==> config.mk <==
export PLATFORM = sky130hd
export DESIGN_NAME = int_arbiter
export DESIGN_NICKNAME = d
export VERILOG_FILES = /design/src/rtl/int_arbiter.sv
export SDC_FILE = /design/constraint.sdc
export NUM_CORES = 1
export LEC_CHECK = 0
export CAP_MARGIN = 40
export CORE_AREA = 2 2 60 62
export CTS_CLUSTER_SIZE = 24
export DETAILED_ROUTE_END_ITERATION = 10
export DIE_AREA = 0 0 62 64
export HOLD_SLACK_MARGIN = 0.03
export PLACE_DENSITY = 0.76
export RECOVER_POWER = 50
export SYNTH_ARGS = -nofsm -noshare
export SYNTH_HDL_FRONTEND = slang
export SYNTH_SLANG_ARGS = --single-unit
export TNS_END_PERCENT = 100
==> constraint.sdc <==
create_clock -name clk -period 2.4 [get_ports clk]
set_input_delay 0.24 -clock clk [delete_from_list [all_inputs] [get_ports clk]]
set_output_delay 0.24 -clock clk [all_outputs]
set_load 0.01 [all_outputs]
==> src/rtl/int_arbiter.sv <==
// Interrupt arbiter: synchronizes reset/NMI/IRQ requests, picks a winner by fixed
// priority and offers exactly one request at a time to the CPU status unit.
module int_arbiter #(
  parameter int N_IRQ   = 4,
  parameter int HOLDOFF = 3,
  localparam int IDX_W  = $clog2(N_IRQ)
) (
  input  logic             clk,
  input  logic             a_rst,
  input  logic             nmi_n,
  input  logic [N_IRQ-1:0] irq_n,
  input  logic             rst_req,
  input  logic             cfg_we,
  input  logic [N_IRQ-1:0] cfg_data,
  input  logic             int_ack,
  output logic             rst,
  output logic             nmi,
  output logic             irq,
  output logic [IDX_W-1:0] irq_src,
  output logic [N_IRQ-1:0] irq_pending
);

  typedef enum logic [1:0] {IDLE, OFFER, HOLD} state_e;
  typedef enum logic [1:0] {G_RST, G_NMI, G_IRQ} grant_e;

  localparam logic [3:0] HOLD_INIT = 4'(HOLDOFF);

  // Lower value means higher priority; IRQs rank by index below RST and NMI.
  function automatic logic [3:0] prio_of(grant_e kind, logic [IDX_W-1:0] idx);
    case (kind)
      G_RST:   return 4'd0;
      G_NMI:   return 4'd1;
      default: return 4'd2 + 4'(idx);
    endcase
  endfunction

  logic             nmi_s1, nmi_s2, nmi_prev;
  logic [2:0]       nmi_armed;
  logic [N_IRQ-1:0] irq_s1, irq_s2;
  logic [N_IRQ-1:0] irq_en;
  logic             rst_pend, nmi_pend;
  logic             nmi_fall;

  state_e           state, state_nxt;
  grant_e           grant_kind, grant_kind_nxt;
  logic [IDX_W-1:0] grant_idx, grant_idx_nxt;
  logic [3:0]       hold_cnt, hold_cnt_nxt;
  logic [IDX_W-1:0] irq_src_nxt;
  logic             clr_rst, clr_nmi;

  grant_e           win_kind;
  logic [IDX_W-1:0] win_idx;
  logic             win_valid;

  // The edge detector only arms once the synchronizer holds real samples, so
  // releasing a_rst with nmi_n already low never looks like a falling edge.
  assign nmi_fall    = nmi_armed[2] & nmi_prev & ~nmi_s2;
  assign irq_pending = ~irq_s2 & irq_en;

  // NOTE: every flop uses non-blocking assignments so all state updates on an
  // edge see the pre-edge values, independent of statement order.
  always_ff @(posedge clk or negedge a_rst) begin
    if (!a_rst) begin
      nmi_s1    <= 1'b1;
      nmi_s2    <= 1'b1;
      nmi_prev  <= 1'b1;
      nmi_armed <= '0;
      irq_s1    <= '1;
      irq_s2    <= '1;
      irq_en    <= '0;
      rst_pend  <= 1'b0;
      nmi_pend  <= 1'b0;
    end else begin
      nmi_s1    <= nmi_n;
      nmi_s2    <= nmi_s1;
      nmi_prev  <= nmi_s2;
      nmi_armed <= {nmi_armed[1:0], 1'b1};
      irq_s1    <= irq_n;
      irq_s2    <= irq_s1;
      if (cfg_we) irq_en <= cfg_data;
      // A new event in the same cycle as a clear wins, so no event is lost.
      rst_pend  <= rst_req  | (rst_pend & ~clr_rst);
      nmi_pend  <= nmi_fall | (nmi_pend & ~clr_nmi);
    end
  end

  always_comb begin
    win_kind  = G_IRQ;
    win_idx   = '0;
    win_valid = 1'b0;
    for (int i = N_IRQ - 1; i >= 0; i--) begin
      if (irq_pending[i]) begin
        win_idx   = IDX_W'(i);
        win_valid = 1'b1;
      end
    end
    if (nmi_pend) begin
      win_kind  = G_NMI;
      win_valid = 1'b1;
    end
    if (rst_pend) begin
      win_kind  = G_RST;
      win_valid = 1'b1;
    end
  end

  always_ff @(posedge clk or negedge a_rst) begin
    if (!a_rst) begin
      state      <= IDLE;
      grant_kind <= G_RST;
      grant_idx  <= '0;
      hold_cnt   <= '0;
      irq_src    <= '0;
    end else begin
      state      <= state_nxt;
      grant_kind <= grant_kind_nxt;
      grant_idx  <= grant_idx_nxt;
      hold_cnt   <= hold_cnt_nxt;
      irq_src    <= irq_src_nxt;
    end
  end

  // NOTE: every output of this block gets a default first, so no path through
  // the case statement can leave a signal unassigned and infer a latch.
  always_comb begin
    state_nxt      = state;
    grant_kind_nxt = grant_kind;
    grant_idx_nxt  = grant_idx;
    hold_cnt_nxt   = hold_cnt;
    irq_src_nxt    = irq_src;
    clr_rst        = 1'b0;
    clr_nmi        = 1'b0;
    rst            = 1'b0;
    nmi            = 1'b0;
    irq            = 1'b0;

    case (state)
      IDLE: begin
        if (win_valid) begin
          grant_kind_nxt = win_kind;
          grant_idx_nxt  = win_idx;
          state_nxt      = OFFER;
        end
      end

      OFFER: begin
        rst = (grant_kind == G_RST);
        nmi = (grant_kind == G_NMI);
        irq = (grant_kind == G_IRQ);
        if (int_ack) begin
          clr_rst      = (grant_kind == G_RST);
          clr_nmi      = (grant_kind == G_NMI);
          if (grant_kind == G_IRQ) irq_src_nxt = grant_idx;
          hold_cnt_nxt = HOLD_INIT;
          state_nxt    = HOLD;
        end else if (win_valid &&
                     prio_of(win_kind, win_idx) < prio_of(grant_kind, grant_idx)) begin
          grant_kind_nxt = win_kind;
          grant_idx_nxt  = win_idx;
        end else if (grant_kind == G_IRQ && !irq_pending[grant_idx]) begin
          state_nxt = IDLE;
        end
      end

      HOLD: begin
        hold_cnt_nxt = hold_cnt - 4'd1;
        if (hold_cnt <= 4'd1) begin
          hold_cnt_nxt = '0;
          state_nxt    = IDLE;
        end
      end

      default: state_nxt = IDLE;
    endcase
  end

endmodule

==> out/metrics.csv <==
stage,metric,value,unit
sta,final worst slack,69.6,ps
drt,Routed Wire Length,3.07,mm
min_path,Hold Path Depth,0,
drt,vias,1158,
floorplanning,Rows,21,
sta,Tmin final,2330,ps
sta,slew of the pin with the lowest slew margin,1610,ps
floorplanning,CORE AREA,3280,µm²
global_route,Tot GR Track Use,0.185,
worst_setup_path,critical path type,flop to flop,
drt,DRC,0,
worst_setup_path,Worst Path Max Fanout,4,
pwr,Tot Pwr,2030,µW
layout,diode count,0,
global_route,grt total ovfl,0,
layout,Nets,186,
yosys,post-synthesis cell area,1550,µm²
worst_setup_path,r2r worst-path depth,9,
worst_setup_path,Critical Path Source Type,flop,
drt,drt first pass iters,4,
cts,H-tree Lvls,2,
run,max_cap viols,1,
worst_setup_path,Levels on crit path,9,
sta,fin crit share,0.971,
sta,worst relative slew slack,-0.0724,
cts,CTS max path bufs,2,
yosys,yosys warns,0,
global_route,initial antenna violation count,0,
yosys,most frequent cell after synthesis,dfrtp_1,
layout,fin util,0.602,
worst_setup_path,worst path bufs/invs,0,
worst_setup_path,WP data required,2630,ps
floorplanning,I/O pin total,23,
worst_setup_path,Critical Path Sink,state[0],
cts,CTS tree,built,
cts,clk slew on worst S/H paths,100,ps
drt,final antenna-violating net count,0,
pwr,P per Cell Area,1030,nW/µm²
global_route,largest net degree at the start of global routing,33,
yosys,share of flip-flops with an asynchronous set or reset,1.00,
yosys,post-synth top area share,0.338,
floorplanning,Die W,62,µm
placement,DPL Wire Length,2.27,mm
outcome,status,"complete, but fails checks",
floorplanning,Initial Util,0.473,
yosys,sequential share of the synthesized area,0.525,
layout,share of cells above drive strength 1,0.254,
worst_setup_path,CP peak stage delay,530,ps
placement,PortBufs,22,
worst_setup_path,R2R Path End,state[0],
yosys,#FFs+latches synth,32,
yosys,syn avg cell area,11.3,µm²
sta,worst hold slack,357,ps
layout,fin area,1980,µm²
worst_setup_path,Register-to-Register Setup Slack,70,ps
worst_setup_path,critical path cell sequence,nor2b_1 -> a211o_4 -> and2_4 -> ha_4 -> o21ai_2 -> or3_4 -> o22a_4 -> a211oi_2 -> o31ai_2,
global_route,first-pass GRT wire length,5.31,mm
yosys,count of different cell masters after synthesis,39,
sta,Final Max Slew Viols,33,
sta,Setup Viol. Count Final,0,
outcome,failing checks,"capacitance limit, slew limit",
drt,DR iter-0 viols,25,
worst_setup_path,Worst R2R Start,irq_s2[1],
placement,pre-CTS worst setup slack,6.55,ps
drt,vias per cell,5.39,
drt,Avg WL per Cell,14.3,µm
min_path,hold crit path type,flop to flop,
yosys,"area leader, netlist",dfrtp_1,
cts,Worst-Skew Late Latency,330,ps
floorplanning,Die Y,64,µm
sta,Highest Clock Rate,429,MHz
placement,placed cell areas,1840,µm²
yosys,number of synthesized flops with an enable pin,0,
worst_setup_path,crit path from,irq_s2[1],
pwr,"IR drop worst, VDD",0.614,mV
cts,CTS Root Cell,clkbuf_4,
placement,GP Congestion,0.982,
sta,skew final,11.6,ps
worst_setup_path,"delay-heaviest family, CP",compound AO/OA/AOI/OAI gates,
layout,Area Growth Syn to Fin,27.2,%
floorplanning,die area,3970,µm²
yosys,most area-consuming cells after synthesis,"dfrtp_1 (34%), dfstp_2 (19%), mux2_2 (4.4%)",
pwr,Leakage,0.000855,µW
yosys,top_reg_cell synth,dfrtp_1,
yosys,synth cell count leaders,"dfrtp_1 (21), dfstp_2 (11), nand2_1 (11)",
global_route,vias in the first global route,1205,
yosys,net count of the mapped netlist,155,
cts,# clock sinks,32,
worst_setup_path,Arrival @ worst endpoint,2560,ps
worst_setup_path,CP max-delay cell,dfstp_2,
sta,final hold vios,0,
cts,Num CTS Buffers,5,
worst_setup_path,nature of the critical path endpoint,flop,
yosys,Syn Inst Count,137,
[where the power goes]
group,internal [µW],total (µW),switching (µW)
combinational,387,774,387
clock,276,452,175
sequential,655,803,148
total,1320,2030,710
[area by class of cell]
cell class | count | area (µm²)
clock buffer | 7 | 65.1
clock inverter | 1 | 30.0
fill | 264 | 1310
inverter | 7 | 26.3
multi-input combinational | 94 | 721
sequential | 32 | 815
tap | 46 | 57.6
timing repair buffer | 28 | 262
[routing by layer]
metal | GRT usage | wire [µm]
met5 | 0 | 0
met4 | 0.0931 | 93
met3 | 0.0506 | 133
met2 | 0.316 | 1660
met1 | 0.201 | 1180
[worst min path at each step]
stage            startpoint      endpoint
2_1_floorplan         a_rst  grant_idx[0]
3_3_place_gp   nmi_armed[0]  nmi_armed[1]
3_5_place_dp   nmi_armed[0]  nmi_armed[1]
4_1_cts               a_rst      state[0]
5_1_grt           irq_s1[1]     irq_s2[1]
6_report       nmi_armed[1]  nmi_armed[2]
[through the flow]
step / TNS [ps] / instances
2_1_floorplan: -12.0 / 137
3_3_place_gp: 0 / 205
3_5_place_dp: 0 / 205
4_1_cts: 0 / 214
6_report: 0 / 215
5_1_grt: -81.9 / 215
[state kept, by name, indices dropped and copies added (netlist names)]
signal	cells
irq_s2	4
nmi_s2	1
irq_en	4
nmi_pend	1
state	2
irq_s1	4
nmi_s1	1
irq_src	2
grant_kind	2
grant_idx	2
nmi_armed	3
rst_pend	1
nmi_prev	1
hold_cnt	4
[cell families (layout without fill, tap and decap cells)]
family,Yosys count,count (layout),synth area share
other,1,1,0.00242
AO/OA/AOI/OAI,31,31,0.155
multiplexers,11,11,0.0862
adder cells (fa/ha/maj),4,4,0.0322
AND/OR/NAND/NOR,47,47,0.168
buffers and inverters,11,43,0.0322
flip-flops,32,32,0.525
[layout by cell type, fill, tap and decap left out, drive strengths merged]
cell / count
mux2: 6
nand4b: 1
nor2: 8
nor3: 6
ha: 4
nand2b: 5
mux2i: 4
a211o: 1
dfstp: 11
o21ai: 8
bufinv: 1
and3: 1
o22ai: 1
nor4: 1
clkdlybuf4s50: 16
dfrtp: 21
nand3: 7
nor2b: 2
a221oi: 1
nand4: 2
o21bai: 2
or3: 2
clkbuf: 8
o22a: 1
dlygate4sd3: 6
a21o: 2
inv: 7
o211ai: 5
a211oi: 1
conb: 1
buf: 5
o221ai: 1
nand2: 11
and2: 1
o31ai: 1
mux4: 1
a21oi: 7
[what timing repair did]
item	4_1_cts	5_1_grt
pin swaps	2	4
setup endpoints to repair	2	3
hold buffers	0	0
resized for setup	2	3
buffers inserted	1	1
Note: power is estimated with default switching activity, not from simulation.
